## src/rtl/spi_main_if.sv

```systemverilog
// Command/response handshake between a requester and the SPI main controller.
// master = requester side, slave = controller side.
interface spi_main_if;
  logic         cmd_valid;
  logic         cmd_ready;
  logic [4:0]   cmd;
  logic [127:0] wdata;
  logic [127:0] rdata;
  logic         done;
  logic         cmd_error;
  logic         busy;

  modport master (
    output cmd_valid, cmd, wdata,
    input  cmd_ready, rdata, done, cmd_error, busy
  );

  modport slave (
    input  cmd_valid, cmd, wdata,
    output cmd_ready, rdata, done, cmd_error, busy
  );
endinterface

```

## src/rtl/spi_main.sv

```systemverilog
// SPI main controller: frames one subnode command per handshake (csb, 5-bit cmd, payload).
// Optional SPI_MAIN_MISO_SYNC_EN adds a two-flop miso synchroniser and delays capture by 2 cycles.
module spi_main #(
  parameter int unsigned CLK_DIV = 2,
  parameter int unsigned CSB_GAP = 2
) (
  input  logic       clk,
  input  logic       rst_n,
  spi_main_if.slave  bus,
  output logic       sck,
  output logic       csb,
  output logic       mosi,
  input  logic       miso
);

  // IDLE wait cmd | LOW/HIGH one sck period per bit | TAIL final low | GAP csb high, done on last cycle
  typedef enum logic [2:0] {IDLE, LOW, HIGH, TAIL, GAP} state_t;

`ifdef SPI_MAIN_MISO_SYNC_EN
  localparam int unsigned TAIL_LEN = (CLK_DIV > 3) ? CLK_DIV : 3;
`else
  localparam int unsigned TAIL_LEN = CLK_DIV;
`endif

  state_t         state_q;
  logic [7:0]     cnt_q;
  logic [7:0]     bits_q;
  logic [7:0]     n_q;
  logic [131:0]   sh_q;
  logic [127:0]   cap_q;
  logic [127:0]   rdata_q;
  logic           rd_q;
  logic           sck_q, csb_q, mosi_q, busy_q, done_q, err_q, ready_q;

  logic           dec_ok, dec_rd;
  logic [7:0]     dec_n;
  logic [131:0]   dec_sh;
  logic           cap_fall, cap_en, cap_bit;

  always_comb begin
    dec_ok = 1'b1;
    dec_rd = bus.cmd[4];
    dec_n  = 8'd128;
    case (bus.cmd)
      5'd0, 5'd1, 5'd2, 5'd16, 5'd17, 5'd18:  dec_n = 8'd128;
      5'd3, 5'd19:                            dec_n = 8'd3;
      5'd20, 5'd21, 5'd22, 5'd23, 5'd24:      dec_n = 8'd64;
      default:                                dec_ok = 1'b0;
    endcase
    // Remaining bits after cmd[4], left-aligned so the shifter always emits from bit 131
    dec_sh = {bus.cmd[3:0], 128'b0};
    if (!dec_rd) begin
      if (dec_n == 8'd3) dec_sh = {bus.cmd[3:0], bus.wdata[2:0], 125'b0};
      else               dec_sh = {bus.cmd[3:0], bus.wdata};
    end
  end

  assign cap_fall = (state_q == HIGH) && (cnt_q == 8'd0) && (bits_q <= n_q);

`ifdef SPI_MAIN_MISO_SYNC_EN
  logic miso_s1_q, miso_s2_q, cap_p1_q, cap_p2_q;

  always_ff @(posedge clk or negedge rst_n) begin
    if (!rst_n) begin
      miso_s1_q <= 1'b0;
      miso_s2_q <= 1'b0;
      cap_p1_q  <= 1'b0;
      cap_p2_q  <= 1'b0;
    end else begin
      miso_s1_q <= miso;
      miso_s2_q <= miso_s1_q;
      cap_p1_q  <= cap_fall;
      cap_p2_q  <= cap_p1_q;
    end
  end

  assign cap_en  = cap_p2_q;
  assign cap_bit = miso_s2_q;
`else
  assign cap_en  = cap_fall;
  assign cap_bit = miso;
`endif

  always_ff @(posedge clk or negedge rst_n) begin
    if (!rst_n) begin
      state_q <= IDLE;
      cnt_q   <= '0;
      bits_q  <= '0;
      n_q     <= '0;
      sh_q    <= '0;
      cap_q   <= '0;
      rdata_q <= '0;
      rd_q    <= 1'b0;
      sck_q   <= 1'b0;
      csb_q   <= 1'b1;
      mosi_q  <= 1'b0;
      busy_q  <= 1'b0;
      done_q  <= 1'b0;
      err_q   <= 1'b0;
      ready_q <= 1'b1;
    end else begin
      done_q <= 1'b0;
      err_q  <= 1'b0;
      if (cap_en) cap_q <= {cap_q[126:0], cap_bit};
      case (state_q)
        IDLE: begin
          if (bus.cmd_valid && ready_q) begin
            if (dec_ok) begin
              state_q <= LOW;
              cnt_q   <= 8'(CLK_DIV - 1);
              bits_q  <= dec_n + 8'd5;
              n_q     <= dec_n;
              sh_q    <= dec_sh;
              cap_q   <= '0;
              rd_q    <= dec_rd;
              csb_q   <= 1'b0;
              mosi_q  <= bus.cmd[4];
              busy_q  <= 1'b1;
              ready_q <= 1'b0;
            end else begin
              err_q <= 1'b1;
            end
          end
        end
        LOW: begin
          if (cnt_q == 8'd0) begin
            state_q <= HIGH;
            sck_q   <= 1'b1;
            cnt_q   <= 8'(CLK_DIV - 1);
          end else begin
            cnt_q <= cnt_q - 8'd1;
          end
        end
        HIGH: begin
          if (cnt_q == 8'd0) begin
            sck_q <= 1'b0;
            if (bits_q == 8'd1) begin
              state_q <= TAIL;
              cnt_q   <= 8'(TAIL_LEN - 1);
            end else begin
              state_q <= LOW;
              cnt_q   <= 8'(CLK_DIV - 1);
              bits_q  <= bits_q - 8'd1;
              mosi_q  <= sh_q[131];
              sh_q    <= {sh_q[130:0], 1'b0};
            end
          end else begin
            cnt_q <= cnt_q - 8'd1;
          end
        end
        TAIL: begin
          if (cnt_q == 8'd0) begin
            state_q <= GAP;
            csb_q   <= 1'b1;
            cnt_q   <= 8'(CSB_GAP);
          end else begin
            cnt_q <= cnt_q - 8'd1;
          end
        end
        GAP: begin
          // CSB_GAP cycles of csb high, then one extra cycle carrying done
          if (cnt_q == 8'd1) begin
            done_q <= 1'b1;
            if (rd_q) rdata_q <= cap_q;
          end
          if (cnt_q == 8'd0) begin
            state_q <= IDLE;
            busy_q  <= 1'b0;
            ready_q <= 1'b1;
          end else begin
            cnt_q <= cnt_q - 8'd1;
          end
        end
        default: state_q <= IDLE;
      endcase
    end
  end

  assign sck           = sck_q;
  assign csb           = csb_q;
  assign mosi          = mosi_q;
  assign bus.cmd_ready = ready_q;
  assign bus.rdata     = rdata_q;
  assign bus.done      = done_q;
  assign bus.cmd_error = err_q;
  assign bus.busy      = busy_q;

endmodule

```

## src/flat_wrapper.sv

```systemverilog
// flat-port wrapper written by rule: the top's interface ports become plain ports
module spi_main_flat 
#(
  parameter int unsigned CLK_DIV = 2,
  parameter int unsigned CSB_GAP = 2
)
  (clk, rst_n, sck, csb, mosi, miso, bus_cmd_valid, bus_cmd, bus_wdata, bus_cmd_ready, bus_rdata, bus_done, bus_cmd_error, bus_busy);
  spi_main_if bus_i ();
  input  logic clk;
  input  logic rst_n;
  output logic sck;
  output logic csb;
  output logic mosi;
  input  logic miso;
  input wire logic [$bits(bus_i.cmd_valid)-1:0] bus_cmd_valid;
  input wire logic [$bits(bus_i.cmd)-1:0] bus_cmd;
  input wire logic [$bits(bus_i.wdata)-1:0] bus_wdata;
  output wire logic [$bits(bus_i.cmd_ready)-1:0] bus_cmd_ready;
  output wire logic [$bits(bus_i.rdata)-1:0] bus_rdata;
  output wire logic [$bits(bus_i.done)-1:0] bus_done;
  output wire logic [$bits(bus_i.cmd_error)-1:0] bus_cmd_error;
  output wire logic [$bits(bus_i.busy)-1:0] bus_busy;
  assign bus_i.cmd_valid = bus_cmd_valid;
  assign bus_i.cmd = bus_cmd;
  assign bus_i.wdata = bus_wdata;
  assign bus_cmd_ready = bus_i.cmd_ready;
  assign bus_rdata = bus_i.rdata;
  assign bus_done = bus_i.done;
  assign bus_cmd_error = bus_i.cmd_error;
  assign bus_busy = bus_i.busy;
  spi_main #(.CLK_DIV(CLK_DIV), .CSB_GAP(CSB_GAP)) u_core (.clk(clk), .rst_n(rst_n), .bus(bus_i), .sck(sck), .csb(csb), .mosi(mosi), .miso(miso));
endmodule
```

## config.mk

```make
export PLATFORM = sky130hd
export DESIGN_NAME = spi_main_flat
export DESIGN_NICKNAME = d
export VERILOG_FILES = /design/src/rtl/spi_main_if.sv /design/src/rtl/spi_main.sv /design/src/flat_wrapper.sv
export SDC_FILE = /design/constraint.sdc
export NUM_CORES = 1
export LEC_CHECK = 0
export CAP_MARGIN = 25
export CORE_MARGIN = 2
export CORE_UTILIZATION = 58
export CTS_CLUSTER_DIAMETER = 120
export DETAILED_ROUTE_END_ITERATION = 10
export PLACE_DENSITY = 0.9
export SYNTH_ARGS = -nofsm -noshare
export SYNTH_HDL_FRONTEND = slang
export SYNTH_SLANG_ARGS = --single-unit
```

## constraint.sdc

```tcl
create_clock -name clk -period 3.98 [get_ports clk]
set_input_delay 0.398 -clock clk [delete_from_list [all_inputs] [get_ports clk]]
set_output_delay 0.398 -clock clk [all_outputs]
set_load 0.02 [all_outputs]
```

# After elaboration in Yosys (flattened, before gate mapping)
# Cells that the tools add are included.
# word_totals
register_bits,423
out_inout_bits,135
in_bits,137
word_cells,121
# classes
n_eq_ne,27
n_reduce_logical,23
n_addsub,3
magnitude_cmp,1
n_mux,52
# ops
cell,count
128-bit two-way mux,6
132-bit two-way mux,4
132-bit case mux with 2 select lines,1
8-bit two-way mux,9
5-bit == test (second input constant),9
8-bit case mux with 2 select lines,2
8-bit case mux with 4 select lines,1
3-bit two-way mux,6
8-bit by 1-bit == test with 1-bit output (second input constant),2
1-bit two-way mux,16
8-bit by 1-bit subtractor with 8-bit output (second input constant),2
3-bit case mux with 5 select lines,1
13-bit OR reduction,1
4-bit AND reduction,3
5-bit by 2-bit == test with 1-bit output (second input constant),2
2-bit by 1-bit inequality test with 1-bit output (second input constant),5
1-bit case mux with 2 select lines,5
3-bit AND reduction,3
8-bit by 3-bit adder with 8-bit output (second input constant),1
8-bit by 2-bit == test with 1-bit output (second input constant),1
8-bit <= comparator,1
8-bit zero test,1
2-bit nonzero test,4
3-bit by 2-bit == test with 1-bit output (second input constant),2
other kinds (13),18

# Logic depth before layout (Yosys ltp)
# depth
ltp_word,9
mapped_depth,9
depth_no_buf,7

# Worst setup path before layout
# Ideal clock, no wire load.
# synth_timing
kind,reg-to-reg
startpoint,register u_core.cnt_q[0]
endpoint,register u_core.cap_q[123]
required_time_ps,3844
period_less_slack_ps,2065
setup_slack_ps,1915
setup_ps,136
n_path_buf,2
arrival_time_ps,1928
stages_incl_launch_ff,10
path_cell_list,dfrtp_1 -> inv_1 -> ha_1 -> or4b_4 -> nor3_4 -> o31ai_1 -> clkbuf_1 -> buf_2 -> nand2_1 -> a21oi_1
# synth_between
elab_chain_len,7
# synth_rtl
item,line,text
from (decl),spi_main.sv:26,logic [7:0] cnt_q;
from (signal assigned),spi_main.sv:110,cnt_q <= 8'(CLK_DIV - 1);
from (signal assigned),spi_main.sv:129,cnt_q <= 8'(CLK_DIV - 1);
from (signal assigned),spi_main.sv:131,cnt_q <= cnt_q - 8'd1;
8-bit zero test *,spi_main.sv:58,assign cap_fall = (state_q == HIGH) && (cnt_q == 8'd0) && (bits_q <= n_q);
1-bit logical AND * (2 in series),spi_main.sv:58,
128-bit two-way mux *,spi_main.sv:104,"if (cap_en) cap_q <= {cap_q[126:0], cap_bit};"
128-bit two-way mux,spi_main.sv:108,if (dec_ok) begin
128-bit two-way mux,spi_main.sv:107,if (bus.cmd_valid && ready_q) begin
128-bit two-way mux *,spi_main.sv:105,case (state_q)
to (signal assigned),spi_main.sv:104,
to (decl),spi_main.sv:30,logic [127:0] cap_q;
# Every way passes the cells marked *; elsewhere a longest branch is shown, timed or not.
# A chain may end at the register's enable or synchronous reset.

# Worst setup path in the final report
# layout_timing
startpoint,register u_core.cnt_q[4]
endpoint,register u_core.rdata_q[57] (netlist: u_core.bus.rdata[57])
# layout_between
elab_chain_len,2
# layout_rtl
item,line,text
8-bit by 1-bit == test with 1-bit output,spi_main.sv:162,if (cnt_q == 8'd1) begin
3-bit AND reduction (no source line),--,
to (signal assigned),spi_main.sv:164,if (rd_q) rdata_q <= cap_q;
to (decl),spi_main.sv:31,logic [127:0] rdata_q;
# No other way between the ends.

==> results by group <==
Status
  – Outcome: complete, no violations

Timing
  – Rel. slew slack: a little under two fifths
  – Unrepaired setup endpoints after global routing: false
  – Worst slew pin tran: 0.938 ns
  – Setup Skew: 0.0200 ns
  – Setup violators final: 0
  – Max Slew Vio Count: 0
  – Crit path time final: roughly 3.0 ns
  – Final hold violation count: 0
  – Fmax: between 300 and 400 MHz
  – Setup TNS: 0 ns
  – Period utilization: around three quarters

Logic synthesis
  – Area contributors post-synth: dfrtp_1 58%, nand2_1 8.7%, mux2_2 8.2%, nand3_1 5.5%, a31oi_1 4.8%
  – Biggest area consumer among synthesized cells: dfrtp_1
  – Sequential-to-total area share from yosys stat: approximately 58%
  – Synthesized netlist cell count: between 1,500 and 2,000
  – Ys flop type: dfrtp_1
  – Top cell type's share of synthesized area: just under 60%
  – Synth unique cells: 55
  – Syn nets: approximately 1,900
  – Syn avg cell area: around 10 sq um
  – Post-synth EDFFs: 0
  – Synthesis warning total: 0
  – #FFs+latches synth: 418
  – Synthesized area: roughly 18,000 sq um
  – FFs w/ async S/R, synth: between 90% and 100%

Layout
  – # nets final: between 2,000 and 2,500
  – Diodes inserted: 0
  – P&R area growth vs syn: 23.5%
  – Share of cells above drive strength 1: between 10% and 20%
  – Layout Cells excl Fill: about 2,400
  – Fin util: approximately 72%

Critical path
  – Category of the most critical setup path: flop to flop
  – Crit end category: flop
  – Crit path cell chain: or3_1 -> nor4_1 -> nand3_4 -> buf_4 -> mux2_2
  – CP Data Required Time: 4.38 ns
  – CP Launch Type: flop
  – WP data arrival: about 3.5 ns
  – Slowest cell on crit path: buf_4
  – Critical Path Fanout Max: 70
  – Largest stage delay on the critical path: 0.57 ns

Global routing
  – Gr usage total: between 20% and 30%
  – Largest net degree at the start of global routing: 142
  – Vias in the first global route: approximately 14,000
  – Initial antenna violation count: 0
  – First-pass GRT wire length: between 70,000 and 80,000 um
  – GRT overflow: 0

Power
  – Comb pwr share: 19.8%
  – Ratio of total power to cell area: around 570 nW/um^2
  – Leak Pwr: just under 10 nW
  – Sequential Power Share: between 40% and 50%
  – Internal power: 8.74 mW
  – Peak supply drop: 315 uV
  – Sw Share: between 30% and 40%
  – P_sw: 3.89 mW
  – Clock power share: between 30 and 40%

Die
  – Die height: ~180 um
  – IO Pins: 272
  – Die area: between 30,000 and 40,000 sq um
  – Cell Rows: 64
  – Core area: around 30,000 sq um
  – Die width: between 150 and 200 um
  – Starting density of the core: roughly 59%

Route
  – Vias/cell: 5.95
  – Post-route ant nets: 0
  – DRC Markers: 0
  – Routed length per instance: approximately 18 um
  – Drt total wl: about 44,000 um
  – Via Count: between 10,000 and 15,000
  – 1st-pass router iterations: 7
  – 1st-iter DRT viols: roughly 1,400

Placed design
  – IO Port Bufs: around 270
  – Post-DP HPWL: ~28,000 um
  – # placed instances: ~2,300
  – Placer Congestion: ~0.87

Clocking
  – CTS tree: built
  – Post-CTS setup buffers: 0
  – Number of CTS-inserted buffers: 43
  – CTS sink count: between 400 and 500
  – H-tree levels: 2
  – Root Buffer: clkbuf_16
  – CTS max path bufs: 3
  – Clk slew on worst S/H paths: around 0.06 ns
  – Later-pin clock latency in the skew report: around 0.53 ns

Worst hold path
  – Worst hold-check path type: primary input to flop

Run
  – Max Cap Violations: 0
==> layout by cell type, fill, tap and decap left out, types with 3 or more instances in the layout <==
cell               n
nor4_1             4
mux2_2           130
a21oi_1           79
clkbuf_8          12
nand2b_1           4
nor2_1           160
or3_1              3
o31ai_1            3
o21ai_0           14
clkbuf_1          10
inv_1              9
buf_4             18
ha_1               9
mux2i_1            5
o22ai_1            3
clkinv_2           5
clkbuf_16         43
nand2_1          414
clkdlybuf4s50_1  270
dfrtp_1          416
nor2b_1            3
nor3_1            10
a31oi_1          136
nand3_1          197
buf_12             9
==> Yosys cell counts (2+ instances only) <==
library cell and instances:
nor2b_1 3, o31ai_1 4, buf_2 45, o21ai_0 14
nor4bb_1 2, clkbuf_1 58, nand2_1 415, buf_6 6
a21oi_1 79, mux2i_1 5, a211oi_1 2, o22a_1 2
nor2_1 162, nor3_1 10, nand3_1 198, nor4_1 4
a31oi_1 136, and3_1 2, or3_1 3, dfrtp_1 416
buf_1 5, mux2_2 130, nand4_1 2, ha_1 9
buf_8 6, o21a_1 2, a22oi_1 2, inv_1 9
dfstp_2 2, nand2b_1 4, buf_4 17, a21boi_0 2
o22ai_1 3
==> cells by family after synthesis <==
| logic type | count (synthesis) | synth area share [%] |
|---|---|---|
| buffers and inverters | 146 | 4.36 |
| adder cells (fa/ha/maj) | 9 | 0.630 |
| multiplexers | 135 | 8.46 |
| XOR/XNOR | 1 | 0.0490 |
| AO/OA/AOI/OAI | 258 | 8.83 |
| AND/OR/NAND/NOR | 814 | 19.2 |
| flip-flops | 418 | 58.5 |
==> through the flow <==
step	worst slack, ns	power (mW)	area [sq um]	hold WS [ns]
floorplan	1.92	7.79	17900	0.102
global placement	1.13	8.46	20700	0.463
detailed placement	1.02	8.72	20700	0.480
CTS	0.960	12.6	22100	0.390
global route	0.808	13.3	22100	0.421
finish	0.931	12.6	22100	0.421
==> registers in the layout, summed over array words and instances (netlist names) <==
register / cells
u_core.bits_q: 8
u_core.bus.busy: 1
u_core.bus.cmd_error: 1
u_core.bus.cmd_ready: 1
u_core.bus.done: 1
u_core.bus.rdata: 128
u_core.cap_q: 128
u_core.cnt_q: 8
u_core.csb: 1
u_core.mosi: 1
u_core.n_q: 3
u_core.rd_q: 1
u_core.sck: 1
u_core.sh_q: 132
u_core.state_q: 3
==> routing by layer <==
layer | global-route usage [%] | wire [um] | share of wire, % | up-vias
li1 | - | - | - | 6503
met1 | 36.0 | 17700 | 40 | 7056
met2 | 44.7 | 21600 | 49 | 678
met3 | 5.15 | 3190 | 7.3 | 121
met4 | 8.20 | 1250 | 2.9 | 0
met5 | 0 | 0 | 0 | -
==> critical path: cells and delay by family, from the launching register on <==
kind / cells / cell delay, ns
DFF: 1 / 0.45
buffers and inverters: 1 / 0.57
and+or+nand+nor: 3 / 1.42
muxes: 1 / 0.43
==> power groups by stage <==
stage	logic [mW]	clock network, mW	registers (mW)
after floorplan	1.79	0	6.00
after global placement	2.29	0	6.17
after detailed placement	2.46	0	6.26
after CTS	2.50	3.92	6.22
after global routing	2.82	4.10	6.37
final	2.50	3.87	6.26
==> layout make-up <==
type | instances | area, sq um
Clock buffer | 65 | 1280
Clock inverter | 8 | 71.3
Fill cell | 1976 | 8420
Inverter | 9 | 33.8
Multi-Input combinational cell | 1217 | 6700
Sequential cell | 418 | 10500
Tap cell | 396 | 495
Timing Repair Buffer | 299 | 3040
==> worst paths after layout <==
path,slack (ns),end,startpoint,cells after the start
hold / removal,0.42,u_core.cap_q[0]$_DFF_PN0_,miso,3
max in group asynchronous,2.43,u_core.bus.cmd_ready$_DFFE_PN1P_,rst_n,3
setup reg to reg,0.93,u_core.bus.rdata[57]$_DFFE_PN0P_,u_core.cnt_q[4]$_DFFE_PN0P_,5
min in group asynchronous,0.56,u_core.bus.rdata[27]$_DFFE_PN0P_,rst_n,2
setup / recovery,0.93,u_core.bus.rdata[57]$_DFFE_PN0P_,u_core.cnt_q[4]$_DFFE_PN0P_,5
hold reg to reg,0.48,u_core.cap_q[96]$_DFF_PN0_,u_core.cap_q[95]$_DFF_PN0_,2
==> what timing repair did <==
item                                   CTS  global route
hold buffers                             1             0
endpoints found under the hold margin   11             0
resized for setup                        0             0
No activity file was read; power rests on OpenSTA's default activity.
